**src/rtl/cu_ex_result_buffer_if.sv**
```systemverilog
// EX result bus plus MEM/WB valid/ready head port for cu_ex_result_buffer.
// The slave modport is the buffer; the master modport is the EX / MEM-WB side.
interface cu_ex_result_buffer_if #(
    parameter int DATA_W = 32,
    parameter int RD_W   = 5
);
    logic [DATA_W-1:0] result_data;
    logic              result_ready;
    logic              overflow_flag;
    logic              zero_flag;
    logic              condition_met_flag;
    logic              error_flag;
    logic [RD_W-1:0]   rd_addr;
    logic              reg_write_en;

    logic              out_valid;
    logic              out_ready;
    logic [DATA_W-1:0] out_data;
    logic [RD_W-1:0]   out_rd_addr;
    logic              out_reg_write_en;
    logic [3:0]        out_flags;

    modport slave (
        input  result_data, result_ready, overflow_flag, zero_flag,
        input  condition_met_flag, error_flag, rd_addr, reg_write_en,
        input  out_ready,
        output out_valid, out_data, out_rd_addr, out_reg_write_en, out_flags
    );

    modport master (
        output result_data, result_ready, overflow_flag, zero_flag,
        output condition_met_flag, error_flag, rd_addr, reg_write_en,
        output out_ready,
        input  out_valid, out_data, out_rd_addr, out_reg_write_en, out_flags
    );
endinterface

```
**src/rtl/cu_ex_result_buffer.sv**
```systemverilog
// In-order FWFT result FIFO between the EX control unit and MEM/WB.
// Ports: soc_clk, EX_reset (async, active-high), flush, bus (result in /
// head out), EX_stall_req back-pressure, count occupancy, drop_err sticky.
module cu_ex_result_buffer #(
    parameter int DATA_W = 32,
    parameter int RD_W   = 5,
    parameter int DEPTH  = 2
) (
    input  logic                     soc_clk,
    input  logic                     EX_reset,
    input  logic                     flush,
    cu_ex_result_buffer_if.slave     bus,
    output logic                     EX_stall_req,
    output logic [$clog2(DEPTH):0]   count,
    output logic                     drop_err
);
    localparam int PTR_W = $clog2(DEPTH);
    localparam int CNT_W = PTR_W + 1;
    localparam int ENT_W = DATA_W + RD_W + 5;

    logic [ENT_W-1:0] mem_q [DEPTH];
    logic [PTR_W-1:0] wr_ptr_q, wr_ptr_d;
    logic [PTR_W-1:0] rd_ptr_q, rd_ptr_d;
    logic [CNT_W-1:0] count_q, count_d;
    logic             rr_q;
    logic             drop_q, drop_d;

    logic             push_req, push_acc, pop, full;
    logic [ENT_W-1:0] wr_ent, head;

    // Rising edge of result_ready: a held level captures only once.
    assign push_req = bus.result_ready & ~rr_q;
    assign full     = (count_q == CNT_W'(DEPTH));
    assign pop      = bus.out_valid & bus.out_ready;
    // When full, a same-edge pop frees the slot being written.
    assign push_acc = push_req & (~full | pop);

    assign wr_ent = {bus.result_data, bus.rd_addr, bus.reg_write_en,
                     bus.error_flag, bus.condition_met_flag,
                     bus.zero_flag, bus.overflow_flag};

    always_comb begin
        wr_ptr_d = wr_ptr_q;
        rd_ptr_d = rd_ptr_q;
        count_d  = count_q;
        drop_d   = drop_q;
        if (flush) begin
            wr_ptr_d = '0;
            rd_ptr_d = '0;
            count_d  = '0;
        end else begin
            if (push_acc)
                wr_ptr_d = wr_ptr_q + PTR_W'(1);
            if (pop)
                rd_ptr_d = rd_ptr_q + PTR_W'(1);
            if (push_acc && !pop)
                count_d = count_q + CNT_W'(1);
            else if (pop && !push_acc)
                count_d = count_q - CNT_W'(1);
            if (push_req && !push_acc)
                drop_d = 1'b1;
        end
    end

    always_ff @(posedge soc_clk or posedge EX_reset) begin
        if (EX_reset) begin
            wr_ptr_q <= '0;
            rd_ptr_q <= '0;
            count_q  <= '0;
            rr_q     <= 1'b0;
            drop_q   <= 1'b0;
        end else begin
            wr_ptr_q <= wr_ptr_d;
            rd_ptr_q <= rd_ptr_d;
            count_q  <= count_d;
            rr_q     <= bus.result_ready;
            drop_q   <= drop_d;
        end
    end

    // Storage needs no reset: every output is masked while count is 0.
    always_ff @(posedge soc_clk) begin
        if (push_acc && !flush)
            mem_q[wr_ptr_q] <= wr_ent;
    end

    assign head = mem_q[rd_ptr_q];

    always_comb begin
        bus.out_valid        = 1'b0;
        bus.out_data         = '0;
        bus.out_rd_addr      = '0;
        bus.out_reg_write_en = 1'b0;
        bus.out_flags        = '0;
        if (count_q != '0) begin
            bus.out_valid        = 1'b1;
            bus.out_data         = head[ENT_W-1 -: DATA_W];
            bus.out_rd_addr      = head[RD_W+4 : 5];
            // An errored result never writes the register file.
            bus.out_reg_write_en = head[4] & ~head[3];
            bus.out_flags        = head[3:0];
        end
    end

    // One entry of headroom for a result already in flight in EX.
    assign EX_stall_req = (count_q >= CNT_W'(DEPTH - 1));
    assign count        = count_q;
    assign drop_err     = drop_q;
endmodule

```
**src/flat_wrapper.sv**
```systemverilog
// flat-port wrapper written by rule: the top's interface ports become plain ports
module cu_ex_result_buffer_flat 
#(
    parameter int DATA_W = 32,
    parameter int RD_W   = 5,
    parameter int DEPTH  = 2
)
  (soc_clk, EX_reset, flush, EX_stall_req, count, drop_err, bus_result_data, bus_result_ready, bus_overflow_flag, bus_zero_flag, bus_condition_met_flag, bus_error_flag, bus_rd_addr, bus_reg_write_en, bus_out_ready, bus_out_valid, bus_out_data, bus_out_rd_addr, bus_out_reg_write_en, bus_out_flags);
  cu_ex_result_buffer_if #(.DATA_W(DATA_W), .RD_W(RD_W)) bus_i ();
  input  logic soc_clk;
  input  logic EX_reset;
  input  logic flush;
  output logic EX_stall_req;
  output logic [$clog2(DEPTH):0] count;
  output logic drop_err;
  input wire logic [$bits(bus_i.result_data)-1:0] bus_result_data;
  input wire logic [$bits(bus_i.result_ready)-1:0] bus_result_ready;
  input wire logic [$bits(bus_i.overflow_flag)-1:0] bus_overflow_flag;
  input wire logic [$bits(bus_i.zero_flag)-1:0] bus_zero_flag;
  input wire logic [$bits(bus_i.condition_met_flag)-1:0] bus_condition_met_flag;
  input wire logic [$bits(bus_i.error_flag)-1:0] bus_error_flag;
  input wire logic [$bits(bus_i.rd_addr)-1:0] bus_rd_addr;
  input wire logic [$bits(bus_i.reg_write_en)-1:0] bus_reg_write_en;
  input wire logic [$bits(bus_i.out_ready)-1:0] bus_out_ready;
  output wire logic [$bits(bus_i.out_valid)-1:0] bus_out_valid;
  output wire logic [$bits(bus_i.out_data)-1:0] bus_out_data;
  output wire logic [$bits(bus_i.out_rd_addr)-1:0] bus_out_rd_addr;
  output wire logic [$bits(bus_i.out_reg_write_en)-1:0] bus_out_reg_write_en;
  output wire logic [$bits(bus_i.out_flags)-1:0] bus_out_flags;
  assign bus_i.result_data = bus_result_data;
  assign bus_i.result_ready = bus_result_ready;
  assign bus_i.overflow_flag = bus_overflow_flag;
  assign bus_i.zero_flag = bus_zero_flag;
  assign bus_i.condition_met_flag = bus_condition_met_flag;
  assign bus_i.error_flag = bus_error_flag;
  assign bus_i.rd_addr = bus_rd_addr;
  assign bus_i.reg_write_en = bus_reg_write_en;
  assign bus_i.out_ready = bus_out_ready;
  assign bus_out_valid = bus_i.out_valid;
  assign bus_out_data = bus_i.out_data;
  assign bus_out_rd_addr = bus_i.out_rd_addr;
  assign bus_out_reg_write_en = bus_i.out_reg_write_en;
  assign bus_out_flags = bus_i.out_flags;
  cu_ex_result_buffer #(.DATA_W(DATA_W), .RD_W(RD_W), .DEPTH(DEPTH)) u_core (.soc_clk(soc_clk), .EX_reset(EX_reset), .flush(flush), .bus(bus_i), .EX_stall_req(EX_stall_req), .count(count), .drop_err(drop_err));
endmodule
```
**config.mk**
```make
export PLATFORM = sky130hd
export DESIGN_NAME = cu_ex_result_buffer_flat
export DESIGN_NICKNAME = d
export VERILOG_FILES = /design/src/rtl/cu_ex_result_buffer_if.sv /design/src/rtl/cu_ex_result_buffer.sv /design/src/flat_wrapper.sv
export SDC_FILE = /design/constraint.sdc
export NUM_CORES = 1
export LEC_CHECK = 0
export CAP_MARGIN = 30
export CORE_MARGIN = 8
export CORE_UTILIZATION = 48
export CTS_CLUSTER_DIAMETER = 60
export DETAILED_ROUTE_END_ITERATION = 7
export HOLD_SLACK_MARGIN = 0.08
export PLACE_DENSITY = 0.84
export SYNTH_ARGS = -nofsm -noshare
export SYNTH_HDL_FRONTEND = slang
export SYNTH_SLANG_ARGS = --single-unit
```
**constraint.sdc**
```tcl
create_clock -name soc_clk -period 3.8 [get_ports soc_clk]
set_input_delay 0.57 -clock soc_clk [delete_from_list [all_inputs] [get_ports soc_clk]]
set_output_delay 0.57 -clock soc_clk [all_outputs]
set_load 0.1 [all_outputs]
```
Yosys cells after proc, flatten, opt, wreduce, memory -nomap -nowiden
Memory sizes are Yosys's and may differ from the RTL's.
Cells that the tools add are included.
{ "totals": {"elab_cells": 47, "ramBits": 84, "output_inout_bits": 47, "reg_bits": 6, "in_bits": 47, "n_memories": 1} }
{ "mem_list": {"columns": ["name", "depth", "word_bits", "read_ports", "rd_ports_with_merged_regs", "wr", "line_no", "text"], "rows": [
  ["u_core.mem_q", 2, 42, 1, 0, 1, "cu_ex_result_buffer.sv:21", "logic [ENT_W-1:0] mem_q [DEPTH];"]
]} }
{ "op_classes": {"eq_ne": 1, "addsub": 4, "mux": 14, "n_reduce_logical": 12, "magnitude_cmp": 1, "bitwise_logic": 9} }
{ "op_table": {"columns": ["op", "count"], "rows": [
  ["32-bit two-way mux", 1],
  ["1-bit two-way mux", 8],
  ["2-bit two-way mux", 3],
  ["2-bit nonzero test", 3],
  ["5-bit two-way mux", 1],
  ["1-bit AND", 4],
  ["1-bit logical AND", 4],
  ["4-bit two-way mux", 1],
  ["1-bit NOT", 4],
  ["1-bit zero test", 3],
  ["3-bit nonzero test", 1],
  ["1-bit adder, second input constant", 2],
  ["2-bit by 1-bit adder with 2-bit output, second input constant", 1],
  ["2-bit equality test, second input constant", 1],
  ["2-bit by 1-bit >= comparator with 1-bit output, second input constant", 1],
  ["2-bit AND reduction", 1],
  ["2-bit by 1-bit subtractor with 2-bit output, second input constant", 1],
  ["1-bit OR", 1]
]} }

Depth between registers and ports, before layout
{ "logic_depth": {"ltp_word": 10, "depth_mapped": 6, "ltp_nobuf": 5} }

Worst setup path before layout
Ideal clock, no wire load.
{ "synth_path": {"kind": "flip-flop to flip-flop", "startpoint": "reg u_core.count_q[0], in the netlist u_core.count[0]", "endpoint": "mem u_core.mem_q[0][0] (netlist bit), enable pin", "path_stages_with_launch": 5, "t_required_ps": 3375, "arrival_ps": 3217, "slack_ps": 158, "setup_ps": 425, "cell_sequence": "dfrtp_1 inv_1 ha_1 nand2b_4 a2111oi_4"} }
{ "synth_between": {"elab_chain_len": 8} }
{ "synth_rtl": {"columns": ["item", "line_no", "text"], "rows": [
  ["start, declared", "cu_ex_result_buffer.sv:24", "logic [CNT_W-1:0] count_q, count_d;"],
  ["start signal, assigned", "cu_ex_result_buffer.sv:75", "count_q <= count_d;"],
  ["2-bit nonzero test", "cu_ex_result_buffer.sv:95", "if (count_q != '0) begin"],
  ["1-bit two-way mux", "cu_ex_result_buffer.sv:95", null],
  ["1-bit AND", "cu_ex_result_buffer.sv:34", "assign pop = bus.out_valid & bus.out_ready;"],
  ["1-bit OR (*)", "cu_ex_result_buffer.sv:36", "assign push_acc = push_req & (~full | pop);"],
  ["1-bit AND (*)", "cu_ex_result_buffer.sv:36", null],
  ["1-bit logical AND (*)", "cu_ex_result_buffer.sv:83", "if (push_acc && !flush)"],
  ["1-bit two-way mux (*)", "cu_ex_result_buffer.sv:83", null],
  ["1-bit two-way mux (not written as such) (*)", "cu_ex_result_buffer.sv:84", "mem_q[wr_ptr_q] <= wr_ent;"],
  ["end, declared", "cu_ex_result_buffer.sv:21", null]
]} }
Mark *: on every way between the ends. The rest lies on a longest branch, timed or not.

Worst setup path after layout
{ "layout_path": {"startpoint": "reg u_core.count_q[0], in the netlist u_core.count[0]", "endpoint": "out EX_stall_req"} }
{ "layout_between": {"elab_chain_len": 1} }
{ "layout_rtl": {"columns": ["item", "line_no", "text"], "rows": [
  ["2-bit by 1-bit >= comparator with 1-bit output", "cu_ex_result_buffer.sv:106", "assign EX_stall_req = (count_q >= CNT_W'(DEPTH - 1));"],
  ["end, declared", "flat_wrapper.sv:13", "output logic EX_stall_req;"]
]} }
No other way between the ends.

==> impl_metrics.yaml <==
outcome:
  status: "finished clean"
power_and_ir_drop:
  fin_total_pwr_uw: 3180
  leakagePower_uw: 0.00173
  ir_worst_vdd_uv: 340
  p_per_area_nw_per_um2: 663
cells_and_area:
  fin_nets: 370
  areaGrowthSynthToFinish_pct: 32.8
  utilization_pct: 66.1
  drive_gt1_share_pct: 22.5
  diodes: 0
  final_cells: 424
setup_path:
  critical_path_buf_inv_count: 3
  critPathCaptureType: "primary output"
  critical-path-top-delay-family: "buffers and inverters"
  start_kind: "register"
  slowest_delay_ns: 1.12
  crit_type: "register to primary output"
  cp_data_required_time_ns: 3.23
  path_common_cell: "inv_1"
  slowest_stage: "clkdlybuf4s50_1"
  cp_max_fo: 6
  crit_chain: "inv_1, ha_1, inv_1, clkdlybuf4s50_1"
  crit_arrival_ns: 2.26
clock_tree:
  clockBufferDepth: 2
  cts_tree: "built"
  clk_pin_slew_ns: 0.08
  postCtsResizedCells: 0
  cts_hold_buf: 0
  cts_buffers: 9
  cts_htree_levels: 3
  cts.sinks: 90
  clk_latency_ns: 0.35
  post_cts_buffers: 0
  root_buffer: "clkbuf_8"
yosys:
  yosysUniqueCellTypes: 29
  async_flop_share_pct: 6.67
  syn_nets: 271
  synthesis.area_um2: 3610
  synth_area_leaders: "edfxtp_1, mux2i_1, nor2_1, dfrtp_1, ha_1"
  synth_top_flop_cell: "edfxtp_1"
  syn_inst: 221
  synth_top_cell_by_area: "edfxtp_1"
  netlist_top_cells_count: "edfxtp_1, nor2_1, mux2i_1"
  synth_edf_count: 84
  ys_seq_area_share_pct: 74.0
  yosysWarnings: 0
  avgSynthCellArea_um2: 16.3
  synth-seq-cells: 90
  synth.most_common_cell: "edfxtp_1"
  synth_top_area_share_pct: 69.9
route:
  drc: 0
  vias_per_cell: 4.96
  num_vias: 2103
  antenna_left: 0
  wl_per_cell_um: 16.3
  drt_wl_total_um: 6900
  firstDrtPassIters: 4
  drt-initial-drc-count: 81
place:
  dp_cells: 406
  gp_congestion: 0.825
  dp_hpwl_um: 4610
  io_buffer_count: 93
sta:
  tightest_slew_ns: 0.974
  clock.fmax_mhz: 354
  finClkSkew_ns: 0.0109
  rsz0062_at_grt: "false"
  maxSlewViolCount: 0
  report.final.hold_viol_count: 0
  period_share_pct: 74.4
  relSlewSlack_pct: 34.8
  setup_viol: 0
  period_minus_slack_ns: 2.83
  setup_tns_ns: 0
floorplanning:
  fp.dieH_um: 103
  die_area_um2: 10600
  die_w_um: 103
  initial_core_util_pct: 49.8
  placeableCoreArea_um2: 7250
  rows: 31
  pin_count: 94
global_routing:
  grt_pass1_vias: 2239
  grt_pass1_wl_um: 10500
  grt_max_degree: 47
  grt_usage_pct: 13.5
  antenna_found_initial: 0
  grt-ovfl-total: 0
min_path:
  hold_path_class: "input pin to asynchronous set/reset pin"
job:
  max_cap_viol_count: 0
## where the power goes
group / switching, uW / total [uW] / leakage [uW] / internal [uW]
clock network: 308 / 744 / 0.000114 / 436
logic: 999 / 1290 / 0.000781 / 295
registers: 17.6 / 1140 / 0.000837 / 1120
## metrics by stage
| step | instance area (um^2) | worst slack (ns) | hold WS, ns |
|---|---|---|---|
| after detailed placement | 4520 | 1.14 | 0.468 |
| final | 4790 | 0.973 | 0.434 |
| after global placement | 4520 | 1.18 | 0.471 |
| after floorplan | 3610 | 0.158 | 0.361 |
| after global routing | 4790 | 0.875 | 0.451 |
| after CTS | 4750 | 0.961 | 0.428 |
## cells by family (layout without fill, tap and decap cells)
logic type,count (synthesis),in the layout,share of synthesized area (%)
compound gates,9,9,2.57
xor+xnor,1,1,0.243
fa+ha+maj,3,3,1.04
buf+inv,19,123,2.84
flops,90,90,74.0
mux,43,43,12.1
simple gates,56,56,7.21
## flip-flops by register name, indices dropped and copies added (netlist names)
signal,flops
u_core.mem_q,84
u_core.count,2
u_core.drop_err,1
u_core.rd_ptr_q,1
u_core.rr_q,1
u_core.wr_ptr_q,1
## metal layers
layer  part of all wire (%)  track usage (%)  vias up
li1                       -                -     1004
met1                     39             14.3     1012
met2                     51             23.2       77
met3                    8.9             5.94       10
met4                    1.3             4.97        0
met5                      0                0        -
## final timing paths
check                                                 start                       endpoint  slack [ns]  cells past startpoint
worst max-delay path            u_core.count[0]$_DFFE_PP0P_                   EX_stall_req        0.97                      4
worst min-delay path                               EX_reset          u_core.rr_q$_DFF_PP0_        0.43                      2
worst max register to register  u_core.count[0]$_DFFE_PP0P_  u_core.mem_q[0][38]$_DFFE_PP_        1.61                      5
worst min register to register  u_core.drop_err$_DFFE_PP0P_    u_core.drop_err$_DFFE_PP0P_        0.49                      1
max in group asynchronous                          EX_reset    u_core.rd_ptr_q$_DFFE_PP0P_        3.15                      2
min in group soc_clk            u_core.drop_err$_DFFE_PP0P_    u_core.drop_err$_DFFE_PP0P_        0.49                      1
## placed cells by master (no fill, tap or decap), types with 2 or more instances in the layout
cell type and instances:
buf_4 47, dfrtp_1 5, inv_1 8, edfxtp_1 84
ha_1 2, nand2b_4 2, nor2_1 46, clkbuf_1 2
clkdlybuf4s50_1 50, nand2_1 2, clkbuf_8 9, mux2i_1 42
bufinv_16 3, buf_12 2
## worst register-to-register path: stages (launching register included)
cell and delay, ns:
dfrtp_1 0.43, inv_1 0.11, ha_2 0.20, nand2b_4 0.18, a2111oi_4 0.35, buf_4 0.54
## area by class of cell
cell class,instances,area (um^2)
fillers,514,2460
repair buffers,99,893
well taps,99,124
clock inverters,5,103
clock buffers,11,131
inverters,8,30.0
multi-input cells,112,838
flip-flops and latches,90,2670
No activity file was read; power rests on OpenSTA's default activity.
